[config.mk]
export PLATFORM = sky130hd
export DESIGN_NAME = prpattern_gen
export DESIGN_NICKNAME = d
export VERILOG_FILES = /design/src/rtl/prpattern_pkg.sv /design/src/rtl/prpattern_lfsr.sv /design/src/rtl/prpattern_gen.sv
export SDC_FILE = /design/constraint.sdc
export NUM_CORES = 1
export LEC_CHECK = 0
export BUFFER_PORTS_ARGS = -buffer_cell sky130_fd_sc_hd__buf_4
export CORE_MARGIN = 2
export CORE_UTILIZATION = 52
export CTS_CLUSTER_DIAMETER = 60
export DETAILED_ROUTE_END_ITERATION = 8
export GPL_TIMING_DRIVEN = 0
export PLACE_DENSITY_LB_ADDON = 0.2
export SKIP_CTS_REPAIR_TIMING = 1
export SLEW_MARGIN = 10
export SYNTH_ARGS = -nofsm -noshare
export SYNTH_HDL_FRONTEND = slang
export SYNTH_SLANG_ARGS = --single-unit
[constraint.sdc]
create_clock -name CLK -period 1.9 [get_ports CLK]
set_input_delay 0.38 -clock CLK [delete_from_list [all_inputs] [get_ports CLK]]
set_output_delay 0.38 -clock CLK [all_outputs]
set_load 0.05 [all_outputs]
[src/rtl/prpattern_pkg.sv]
// Shared types for the pattern generator: mode and FSM encodings plus the
// maximal-length LFSR tap masks for widths 2..16.
package prpattern_pkg;

  typedef enum logic [1:0] {
    MODE_ALT_SHIFT = 2'd0,
    MODE_WALK      = 2'd1,
    MODE_COUNT     = 2'd2,
    MODE_LFSR      = 2'd3
  } mode_e;

  typedef enum logic {
    ST_IDLE = 1'b0,
    ST_RUN  = 1'b1
  } state_e;

  localparam int MIN_WIDTH = 2;
  localparam int MAX_WIDTH = 16;

  // Bit n-1 of the mask corresponds to the x^n term of the feedback polynomial.
  function automatic logic [15:0] lfsr_taps(input int width);
    logic [15:0] taps;
    case (width)
      2:       taps = 16'h0003; // x^2+x+1
      3:       taps = 16'h0006; // x^3+x^2+1
      4:       taps = 16'h000C; // x^4+x^3+1
      5:       taps = 16'h0014;
      6:       taps = 16'h0030;
      7:       taps = 16'h0060;
      8:       taps = 16'h00B8;
      9:       taps = 16'h0110;
      10:      taps = 16'h0240;
      11:      taps = 16'h0500;
      12:      taps = 16'h0829;
      13:      taps = 16'h100D;
      14:      taps = 16'h2015;
      15:      taps = 16'h6000;
      16:      taps = 16'hD008;
      default: taps = 16'h000C;
    endcase
    return taps;
  endfunction

endpackage

[src/rtl/prpattern_lfsr.sv]
// Combinational next state of a Fibonacci shift-left LFSR; the all-zero
// lock-up state is forced to 1 so the sequence always restarts.
module prpattern_lfsr
  import prpattern_pkg::*;
#(
  parameter int WIDTH = 4
) (
  input  logic [WIDTH-1:0] state_i,
  output logic [WIDTH-1:0] next_o
);

  localparam logic [WIDTH-1:0] TAPS = WIDTH'(lfsr_taps(WIDTH));
  localparam logic [WIDTH-1:0] ONE  = {{(WIDTH-1){1'b0}}, 1'b1};

  logic [WIDTH-1:0] tapped;
  logic             feedback;

  for (genvar gi = 0; gi < WIDTH; gi++) begin : g_tap
    assign tapped[gi] = state_i[gi] & TAPS[gi];
  end

  assign feedback = ^tapped;
  assign next_o   = (state_i == '0) ? ONE : {state_i[WIDTH-2:0], feedback};

endmodule

[src/rtl/prpattern_gen.sv]
// Prescaled multi-mode pattern generator with seed load and step/wrap pulses.
// Define PRPAT_LFSR_EN to compile in the LFSR mode; otherwise mode 3 holds data.
module prpattern_gen
  import prpattern_pkg::*;
#(
  parameter int WIDTH = 4,
  parameter int DIV_W = 3
) (
  input  logic             CLK,
  input  logic             RST,
  input  logic             en,
  input  logic [1:0]       mode,
  input  logic [DIV_W-1:0] div,
  input  logic             load,
  input  logic [WIDTH-1:0] seed,
  output logic [WIDTH-1:0] data,
  output logic             step,
  output logic             wrap
);

  localparam logic [WIDTH-1:0] ONE     = {{(WIDTH-1){1'b0}}, 1'b1};
  localparam logic [DIV_W-1:0] CNT_ONE = {{(DIV_W-1){1'b0}}, 1'b1};

  state_e           state_q, state_d;
  mode_e            mode_q,  mode_d;
  logic [WIDTH-1:0] seed_q,  seed_d;
  logic [WIDTH-1:0] data_q,  data_d;
  logic [DIV_W-1:0] cnt_q,   cnt_d;
  logic             phase_q, phase_d;
  logic             step_q,  step_d;
  logic             wrap_q,  wrap_d;

  logic             tick;
  logic [WIDTH-1:0] pattern_next;

  // A tick needs en still high: dropping en suppresses the step on that edge.
  assign tick = (state_q == ST_RUN) && en && (cnt_q == div);

`ifdef PRPAT_LFSR_EN
  logic [WIDTH-1:0] lfsr_next;

  prpattern_lfsr #(
    .WIDTH (WIDTH)
  ) u_lfsr (
    .state_i (data_q),
    .next_o  (lfsr_next)
  );
`endif

  always_comb begin
    pattern_next = data_q;
    case (mode_q)
      MODE_ALT_SHIFT: pattern_next = {data_q[WIDTH-2:0], phase_q};
      MODE_WALK:      pattern_next = (data_q == '0) ? ONE
                                   : {data_q[WIDTH-2:0], data_q[WIDTH-1]};
      MODE_COUNT:     pattern_next = data_q + ONE;
`ifdef PRPAT_LFSR_EN
      MODE_LFSR:      pattern_next = lfsr_next;
`else
      MODE_LFSR:      pattern_next = data_q;
`endif
      default:        pattern_next = data_q;
    endcase
  end

  always_comb begin
    state_d = state_q;
    mode_d  = mode_q;
    seed_d  = seed_q;
    data_d  = data_q;
    cnt_d   = cnt_q;
    phase_d = phase_q;
    step_d  = tick;
    wrap_d  = tick && (pattern_next == seed_q);

    case (state_q)
      ST_IDLE: begin
        cnt_d  = '0;
        mode_d = mode_e'(mode);
        if (en) begin
          state_d = ST_RUN;
        end
      end
      ST_RUN: begin
        if (!en) begin
          state_d = ST_IDLE;
          cnt_d   = '0;
        end else if (tick) begin
          cnt_d  = '0;
          data_d = pattern_next;
          if (mode_q == MODE_ALT_SHIFT) begin
            phase_d = ~phase_q;
          end
        end else begin
          // Free-running wrap keeps a shrunken div glitch-free.
          cnt_d = cnt_q + CNT_ONE;
        end
      end
      default: state_d = ST_IDLE;
    endcase

    if (load) begin
      state_d = state_q;
      mode_d  = mode_e'(mode);
      seed_d  = seed;
      data_d  = seed;
      cnt_d   = '0;
      phase_d = 1'b0;
      step_d  = 1'b0;
      wrap_d  = 1'b0;
    end
  end

  always_ff @(posedge CLK or posedge RST) begin
    if (RST) begin
      state_q <= ST_IDLE;
      mode_q  <= MODE_ALT_SHIFT;
      seed_q  <= '0;
      data_q  <= '0;
      cnt_q   <= '0;
      phase_q <= 1'b0;
      step_q  <= 1'b0;
      wrap_q  <= 1'b0;
    end else begin
      state_q <= state_d;
      mode_q  <= mode_d;
      seed_q  <= seed_d;
      data_q  <= data_d;
      cnt_q   <= cnt_d;
      phase_q <= phase_d;
      step_q  <= step_d;
      wrap_q  <= wrap_d;
    end
  end

  assign data = data_q;
  assign step = step_q;
  assign wrap = wrap_q;

endmodule

==> flow_metrics.py, run 1 <==
metrics = {
    "final_layout": {
        "fin_util": 0.683,
        "final_nets": 134,
        "area_growth_pct": 24.8,
        "diodes": 0,
        "final_cell_mix": "buf_4, dfrtp_1, inv_1, nand2_1",
        "layout_commonest_cell": "buf_4",
        "drive_above_1_share": 0.350,
        "stdcell_area_um2": 1180,
        "seq_area_um2": 428,
        "multi_input_area_um2": 489,
        "final_cell_count_no_fill": 142,
        "fillers": 142,
    },
    "routing": {
        "wl_per_cell_um": 14.6,
        "vias": 777,
        "dr.pass1.iters": 4,
        "drt_iter0_drc": 5,
        "ant_nets": 0,
        "route.detailed.drc": 0,
        "wirelength_um": 2080,
        "vias_per_cell": 5.47,
    },
    "synthesis": {
        "synth_ff_type": "dfrtp_1",
        "yosysSeqAreaShare": 0.450,
        "synth_nets": 107,
        "synth_enable_flop_cells": 0,
        "ys_warn_count": 0,
        "synth_cells": 91,
        "avgSynthCellArea_um2": 10.4,
        "synth.distinct_cells": 36,
        "ys_seq_elements": 17,
        "async_flop_share": 1.00,
        "netlist_area_um2": 945,
    },
    "worst_setup_path": {
        "crit_arrival_ns": 2.02,
        "path_max_fanout": 5,
        "path_class": "flop to flop",
        "required_ns": 2.08,
        "cp-end-kind": "flop",
        "cp-start-kind": "flop",
    },
    "place": {
        "dp_hpwl_um": 1480,
        "io_buffers": 18,
        "place_congestion": 0.830,
        "placed_area_um2": 1110,
        "dp_cells": 134,
    },
    "clocking": {
        "cts_buffers": 3,
        "clk_pin_slew_worst_paths_ns": 0.10,
        "clock-sinks": 17,
        "insertion_delay_ns": 0.30,
        "max-clock-path-buffers": 2,
        "ctsRootBufferMaster": "clkbuf_4",
        "htreeDepth": 1,
        "cts_tree": "built",
    },
    "sta": {
        "fmax_mhz": 544,
        "slew_violations": 0,
        "min_period_over_period": 0.968,
        "fin_setup_tns_ns": 0,
        "relSlewSlack": 0.570,
        "period_needed_ns": 1.84,
        "hold_viol": 0,
        "worst_slew_pin_slew_ns": 0.644,
        "skew_ns": 0.00362,
        "finalSetupViolCount": 0,
        "rsz0062_at_grt": "false",
    },
    "global_routing": {
        "grt_util_met1": 0.267,
        "grt.met3_usage": 0.0392,
        "overflow": 0,
        "gr-usage-all-layers": 0.220,
        "antenna_found_initial": 0,
        "gr-usage-met2": 0.358,
        "top_usage_layer": "met2",
        "grt_pass1_vias": 719,
        "grt_pass1_wl_um": 3230,
        "grt_start_max_net_pins": 18,
    },
    "power": {
        "p_int_mw": 0.573,
        "ir_worst_vdd_mv": 0.444,
        "power_mw": 0.843,
        "pwr-share-seq": 0.497,
        "clkPwrFrac": 0.234,
        "pwr-share-comb": 0.270,
        "p_switching_mw": 0.269,
        "switching_share": 0.320,
        "leakage_nw": 0.564,
        "p_per_area_nw_per_um2": 715,
    },
    "outcome": {
        "status": "finished, final reports clean",
    },
    "floorplanning": {
        "pin_count": 19,
        "dieArea_um2": 2170,
        "die_w_um": 46.6,
        "start_util": 0.547,
        "num_rows": 15,
        "core_area_um2": 1730,
        "fp.dieH_um": 46.6,
    },
    "hold_path": {
        "hold_path_class": "input port to async pin",
    },
    "job": {
        "maxCapViolCount": 0,
    },
}
final timing paths:
path,end,from,slack [ns],cells past startpoint
setup / recovery,wrap$_DFF_PP0_,data[0]$_DFFE_PP0P_,0.06,7
hold / removal,seed_q[1]$_DFFE_PP0P_,RST,0.16,2
setup reg to reg,wrap$_DFF_PP0_,data[0]$_DFFE_PP0P_,0.06,7
hold reg to reg,cnt_q[0]$_DFF_PP0_,cnt_q[0]$_DFF_PP0_,0.49,1
max in group asynchronous,data[0]$_DFFE_PP0P_,RST,1.29,2
min in group CLK,mode_q[1]$_DFFE_PP0P_,mode[1],0.28,3
per-layer routing:
metal	vias up	wire [µm]
met2	26	1050
li1	378	-
met1	366	864
met3	7	106
met5	-	0
met4	0	59
cells by family (layout without fill, tap and decap cells):
group | Yosys count | count (layout) | synth area share
adder cells (fa/ha/maj) | 3 | 3 | 0.0397
AO/OA/AOI/OAI | 21 | 21 | 0.154
buffers and inverters | 10 | 36 | 0.0411
multiplexers | 7 | 7 | 0.0808
flip-flops | 17 | 17 | 0.450
AND/OR/NAND/NOR | 26 | 26 | 0.170
XOR/XNOR | 7 | 7 | 0.0649
power groups by stage:
stage          sequential [mW]  combinational, mW  clock [mW]
2_1_floorplan            0.447              0.119           0
3_3_place_gp             0.423              0.202           0
3_5_place_dp             0.426              0.209           0
4_1_cts                  0.419              0.211       0.200
5_1_grt                  0.421              0.250       0.210
6_report                 0.419              0.227       0.197
layout make-up:
type,count,area share
inverters,8,0.0255
repair buffers,22,0.140
plain buffers,2,0.00743
well taps,25,0.0265
multi-input cells,64,0.415
flip-flops and latches,17,0.363
clock buffers,4,0.0223
flip-flops by register name, summed over array words and instances, names as in the netlist:
register	cells
seed_q	4
mode_q	2
step	1
cnt_q	3
wrap	1
state_q	1
phase_q	1
data	4
per-stage QoR:
step                      setup WS, ns  hold slack (ns)
after floorplan                 0.0763            0.306
after global placement          0.0782            0.466
after detailed placement        0.0490            0.484
after CTS                      0.00992            0.185
after global routing            0.0287            0.233
final                           0.0617            0.161
worst max-delay path, stage by stage, from the launching register on:
cell      delay [ns]
dfrtp_2         0.43
inv_2           0.05
ha_2            0.18
nand2b_1        0.12
o22ai_2         0.09
a221o_1         0.37
xnor2_1         0.15
nor4_1          0.34
Yosys cell counts (2+ instances only):
master	count	area (µm²)
dfrtp_1	17	425
inv_1	8	30.0
a21oi_1	3	15.0
nand2b_1	3	18.8
a21o_1	2	15.0
nor3_1	2	10.0
o311ai_0	2	17.5
nor2_1	4	15.0
o21ai_0	5	25.0
ha_1	3	37.5
a2bb2oi_1	2	17.5
xor2_1	3	26.3
mux2_2	5	56.3
nand2_1	6	22.5
xnor2_1	4	35.0
mux2i_1	2	20.0
(Power assumes the default switching activity.)
==> run 2: changes to the inputs <==
--- a/config.mk
+++ b/config.mk
@@ -7,7 +7,7 @@
 export LEC_CHECK = 0
 export BUFFER_PORTS_ARGS = -buffer_cell sky130_fd_sc_hd__buf_4
 export CORE_MARGIN = 2
-export CORE_UTILIZATION = 52
+export CORE_UTILIZATION = 40
 export CTS_CLUSTER_DIAMETER = 60
 export DETAILED_ROUTE_END_ITERATION = 8
 export GPL_TIMING_DRIVEN = 0
==> run 2 against run 1 <==
Non-clock buffer count did not move. Sequential cell count is the same. Clock skew down 0.0014 ns. Die area is 27% higher. First-iteration DRC count did not move. Final area grew 1.8%. Clock power about the same. Worst setup slack better by 0.090 ns. Routed wire length fell by 4.8%. Critical path depth unchanged. Sequential share of layout area decreased by 0.64 points. Combinational power grew 4%.
==> flow_metrics.py, run 2 (same netlist as run 1, synthesis figures left out) <==
metrics = {
    "sta": {
        "fmax_mhz": 572,
        "worst_slew_pin_slew_ns": 0.645,
        "period_needed_ns": 1.75,
        "min_period_over_period": 0.920,
        "skew_ns": 0.00223,
        "hold_viol": 0,
        "relSlewSlack": 0.570,
        "finalSetupViolCount": 0,
        "slew_violations": 0,
    },
    "final_layout": {
        "fin_util": 0.542,
        "drive_above_1_share": 0.368,
        "fillers": 231,
        "diodes": 0,
        "final_cell_mix": "buf_4, dfrtp_1, inv_1, nand2_1",
        "layout_commonest_cell": "buf_4",
        "final_cell_count_no_fill": 145,
        "multi_input_area_um2": 507,
        "area_growth_pct": 27.0,
        "final_nets": 134,
        "seq_area_um2": 428,
    },
    "clocking": {
        "max-clock-path-buffers": 2,
        "clk_pin_slew_worst_paths_ns": 0.10,
        "cts_buffers": 3,
        "insertion_delay_ns": 0.30,
        "htreeDepth": 1,
        "cts_tree": "built",
        "clock-sinks": 17,
        "ctsRootBufferMaster": "clkbuf_4",
    },
    "place": {
        "dp_cells": 137,
        "place_congestion": 0.790,
        "io_buffers": 18,
        "dp_hpwl_um": 1410,
    },
    "power": {
        "pwr-share-seq": 0.490,
        "p_switching_mw": 0.273,
        "p_int_mw": 0.582,
        "power_mw": 0.855,
        "clkPwrFrac": 0.232,
        "p_per_area_nw_per_um2": 712,
        "leakage_nw": 0.572,
        "ir_worst_vdd_mv": 0.361,
        "pwr-share-comb": 0.277,
        "switching_share": 0.319,
    },
    "global_routing": {
        "grt_start_max_net_pins": 18,
        "antenna_found_initial": 0,
        "grt_pass1_wl_um": 3480,
        "overflow": 0,
        "gr-usage-all-layers": 0.178,
        "grt_pass1_vias": 727,
    },
    "routing": {
        "wl_per_cell_um": 13.6,
        "dr.max_layer_used": "met4",
        "wl_met2_um": 940,
        "vias_per_cell": 5.23,
        "met1_length_um": 945,
        "met3_wirelength_um": 51,
        "dr.pass1.iters": 4,
        "ant_nets": 0,
        "wirelength_um": 1980,
        "vias": 759,
        "drt_iter0_drc": 5,
        "route.detailed.drc": 0,
    },
    "floorplanning": {
        "start_util": 0.427,
        "core_area_um2": 2210,
        "die_w_um": 52.6,
        "fp.dieH_um": 52.6,
        "dieArea_um2": 2770,
        "pin_count": 19,
        "num_rows": 17,
    },
    "worst_setup_path": {
        "cpMaxStageDelayCell": "dfrtp_2",
        "path_max_fanout": 7,
        "path_class": "flop to flop",
        "crit_arrival_ns": 1.95,
        "required_ns": 2.10,
        "r2r_end": "wrap$_DFF_PP0_",
        "r2r-start": "data[1]$_DFFE_PP0P_",
        "slowest_delay_ns": 0.45,
        "rrSetupSlack_ns": 0.15,
        "cp-start-kind": "flop",
        "cp-end-kind": "flop",
        "reg2reg_depth": 7,
        "crit_path_cell_trace": "inv_2 -> ha_4 -> nand2b_4 -> o22ai_2 -> a221o_1 -> xnor2_1 -> nor4_1",
    },
    "outcome": {
        "status": "finished, final reports clean",
    },
    "hold_path": {
        "hold_path_class": "input port to async pin",
    },
    "job": {
        "maxCapViolCount": 0,
    },
}
==> run 2: critical path, delay by kind of cell (launching register included) <==
kind            cells  cell delay, ns
simple gates        2            0.35
buf+inv             1            0.07
flops               1            0.45
xor+xnor            1            0.15
compound gates      2            0.45
fa+ha+maj           1            0.17
==> run 2: per-stage QoR <==
step           worst slack (ns)  setup TNS (ns)  cell area [µm²]  hold slack [ns]
6_report                  0.152               0             1200            0.164
5_1_grt                -0.00810        -0.00810             1200            0.221
4_1_cts                  0.0517               0             1140            0.196
3_5_place_dp             0.0819               0             1120            0.471
3_3_place_gp              0.122               0             1120            0.462
2_1_floorplan            0.0763               0              947            0.306
==> run 2: worst max path at each step <==
stage,start,endpoint,depth (start not counted)
after floorplan,data[0]$_DFFE_PP0P_,wrap$_DFF_PP0_,7
after global placement,data[0]$_DFFE_PP0P_,wrap$_DFF_PP0_,7
after detailed placement,data[0]$_DFFE_PP0P_,wrap$_DFF_PP0_,7
after CTS,data[0]$_DFFE_PP0P_,wrap$_DFF_PP0_,7
after global routing,data[1]$_DFFE_PP0P_,wrap$_DFF_PP0_,7
final,data[1]$_DFFE_PP0P_,wrap$_DFF_PP0_,7
==> run 2: cell type report <==
cell class | instances | share of cell area
flip-flops and latches | 17 | 0.357
well taps | 28 | 0.0292
clock buffers | 4 | 0.0219
repair buffers | 22 | 0.138
multi-input cells | 64 | 0.422
plain buffers | 2 | 0.00730
inverters | 8 | 0.0250
==> run 2: power groups by stage <==
stage | sequential (mW) | clock, mW | combinational [mW]
finish | 0.419 | 0.199 | 0.237
global route | 0.425 | 0.221 | 0.263
CTS | 0.418 | 0.202 | 0.211
detailed placement | 0.425 | 0 | 0.209
global placement | 0.423 | 0 | 0.205
floorplan | 0.447 | 0 | 0.119
==> run 2: layer usage <==
metal	GRT usage	vias up
met3	0.0343	5
met4	0.0769	0
li1	-	374
met5	0	-
met2	0.258	13
met1	0.255	367
==> run 3: changes to the inputs <==
--- a/config.mk
+++ b/config.mk
@@ -6,6 +6,7 @@
 export NUM_CORES = 1
 export LEC_CHECK = 0
 export BUFFER_PORTS_ARGS = -buffer_cell sky130_fd_sc_hd__buf_4
+export CORE_ASPECT_RATIO = 1.1
 export CORE_MARGIN = 2
 export CORE_UTILIZATION = 40
 export CTS_CLUSTER_DIAMETER = 60
==> run 3 against run 2 <==
Via count decreased by 1.7%. Register-to-register slack got worse by 0.02 ns. Non-clock buffer count unchanged. Combinational power decreased by 5%. Critical path depth unchanged. Critical path type unchanged. Critical endpoint unchanged. Largest cell class unchanged.
==> flow_metrics.py, run 3 (same netlist as run 1, synthesis figures left out) <==
metrics = {
    "floorplanning": {
        "pin_count": 19,
        "start_util": 0.419,
        "die_w_um": 50.3,
        "core_area_um2": 2250,
        "num_rows": 18,
        "fp.dieH_um": 55.0,
        "dieArea_um2": 2770,
    },
    "routing": {
        "vias_per_cell": 5.07,
        "wl_per_cell_um": 12.4,
        "drt_iter0_drc": 18,
        "dr.pass1.iters": 4,
        "wirelength_um": 1820,
        "vias": 746,
        "ant_nets": 0,
        "route.detailed.drc": 0,
    },
    "clocking": {
        "ctsRootBufferMaster": "clkbuf_4",
        "max-clock-path-buffers": 2,
        "cts_buffers": 3,
        "clk_pin_slew_worst_paths_ns": 0.11,
        "cts_tree": "built",
        "clock-sinks": 17,
        "htreeDepth": 1,
        "insertion_delay_ns": 0.29,
    },
    "sta": {
        "worst_slew_pin_slew_ns": 0.649,
        "period_needed_ns": 1.77,
        "hold_viol": 0,
        "relSlewSlack": 0.567,
        "skew_ns": 0.00388,
        "fmax_mhz": 566,
        "slew_violations": 0,
        "min_period_over_period": 0.930,
        "fin_hold_ws_ns": 0.168,
        "finalSetupViolCount": 0,
    },
    "worst_setup_path": {
        "rrSetupSlack_ns": 0.13,
        "cpMaxStageDelayCell": "dfrtp_2",
        "crit_path_cell_trace": "inv_1 -> ha_2 -> nand2b_1 -> o22ai_1 -> a221o_1 -> xnor2_1 -> nor4_1",
        "r2r_end": "wrap$_DFF_PP0_",
        "r2r-start": "data[0]$_DFFE_PP0P_",
        "cp-end-kind": "flop",
        "crit_arrival_ns": 1.96,
        "path_max_fanout": 5,
        "path_class": "flop to flop",
        "required_ns": 2.09,
        "slowest_delay_ns": 0.42,
        "cp-start-kind": "flop",
        "reg2reg_depth": 7,
    },
    "job": {
        "maxCapViolCount": 0,
    },
    "final_layout": {
        "fillers": 210,
        "area_growth_pct": 24.9,
        "stdcell_area_um2": 1180,
        "diodes": 0,
        "drive_above_1_share": 0.350,
        "seq_area_um2": 428,
        "final_cell_mix": "buf_4, dfrtp_1, inv_1, nand2_1",
        "multi_input_area_um2": 483,
        "layout_commonest_cell": "buf_4",
        "final_nets": 134,
    },
    "global_routing": {
        "grt_start_max_net_pins": 18,
        "grt_pass1_wl_um": 3110,
        "antenna_found_initial": 0,
        "overflow": 0,
        "grt_pass1_vias": 662,
        "gr-usage-all-layers": 0.153,
    },
    "place": {
        "placed_area_um2": 1120,
        "dp_hpwl_um": 1340,
        "io_buffers": 18,
        "place_congestion": 0.767,
    },
    "power": {
        "ir_worst_vdd_mv": 0.479,
        "leakage_nw": 0.565,
        "p_per_area_nw_per_um2": 710,
    },
    "outcome": {
        "status": "finished, final reports clean",
    },
    "hold_path": {
        "hold_path_class": "input port to async pin",
    },
}
[run 3: worst max path at each step]
stage                              startpoint        endpoint  slack, ns
final                     data[0]$_DFFE_PP0P_  wrap$_DFF_PP0_       0.13
after global routing      data[0]$_DFFE_PP0P_  wrap$_DFF_PP0_      -0.02
after CTS                 data[0]$_DFFE_PP0P_  wrap$_DFF_PP0_       0.07
after detailed placement  data[0]$_DFFE_PP0P_  wrap$_DFF_PP0_       0.12
after global placement    data[0]$_DFFE_PP0P_  wrap$_DFF_PP0_       0.13
after floorplan           data[0]$_DFFE_PP0P_  wrap$_DFF_PP0_       0.08
[run 3: power breakdown]
part / leakage [nW] / internal [mW] / total [mW] / switching, mW
Sequential: 0.209 / 0.387 / 0.416 / 0.0286
Combinational: 0.338 / 0.105 / 0.224 / 0.119
Clock: 0.0177 / 0.0783 / 0.198 / 0.119
[run 3: layer usage]
layer	wire, µm	part of all wire	GRT usage
met1	902	0.50	0.219
met2	822	0.45	0.232
met3	63	0.035	0.0161
met4	31	0.017	0.0811
met5	0	0	0
[run 3: stage by stage]
step | instances | TNS, ns | setup slack [ns] | total power [mW] | util
CTS | 143 | 0 | 0.0713 | 0.824 | 0.509
detailed placement | 139 | 0 | 0.123 | 0.632 | 0.497
global route | 147 | -0.0195 | -0.0195 | 0.886 | 0.524
floorplan | 91 | 0 | 0.0763 | 0.566 | -
finish | 147 | 0 | 0.133 | 0.838 | 0.524
global placement | 139 | 0 | 0.128 | 0.628 | 0.497
[run 3: area by class of cell]
class / count / share of cell area
Buffer: 2 / 0.00742
Sequential cell: 17 / 0.363
Inverter: 8 / 0.0255
Timing Repair Buffer: 22 / 0.140
Tap cell: 30 / 0.0318
Multi-Input combinational cell: 64 / 0.409
Clock buffer: 3 / 0.0191
Clock inverter: 1 / 0.00424
[run 3: worst max-delay path: cells and delay by family, from the launching register on]
family / cells / cell delay (ns)
AND/OR/NAND/NOR: 2 / 0.37
buffers and inverters: 1 / 0.08
XOR/XNOR: 1 / 0.15
adder cells (fa/ha/maj): 1 / 0.19
AO/OA/AOI/OAI: 2 / 0.46
flip-flops: 1 / 0.42
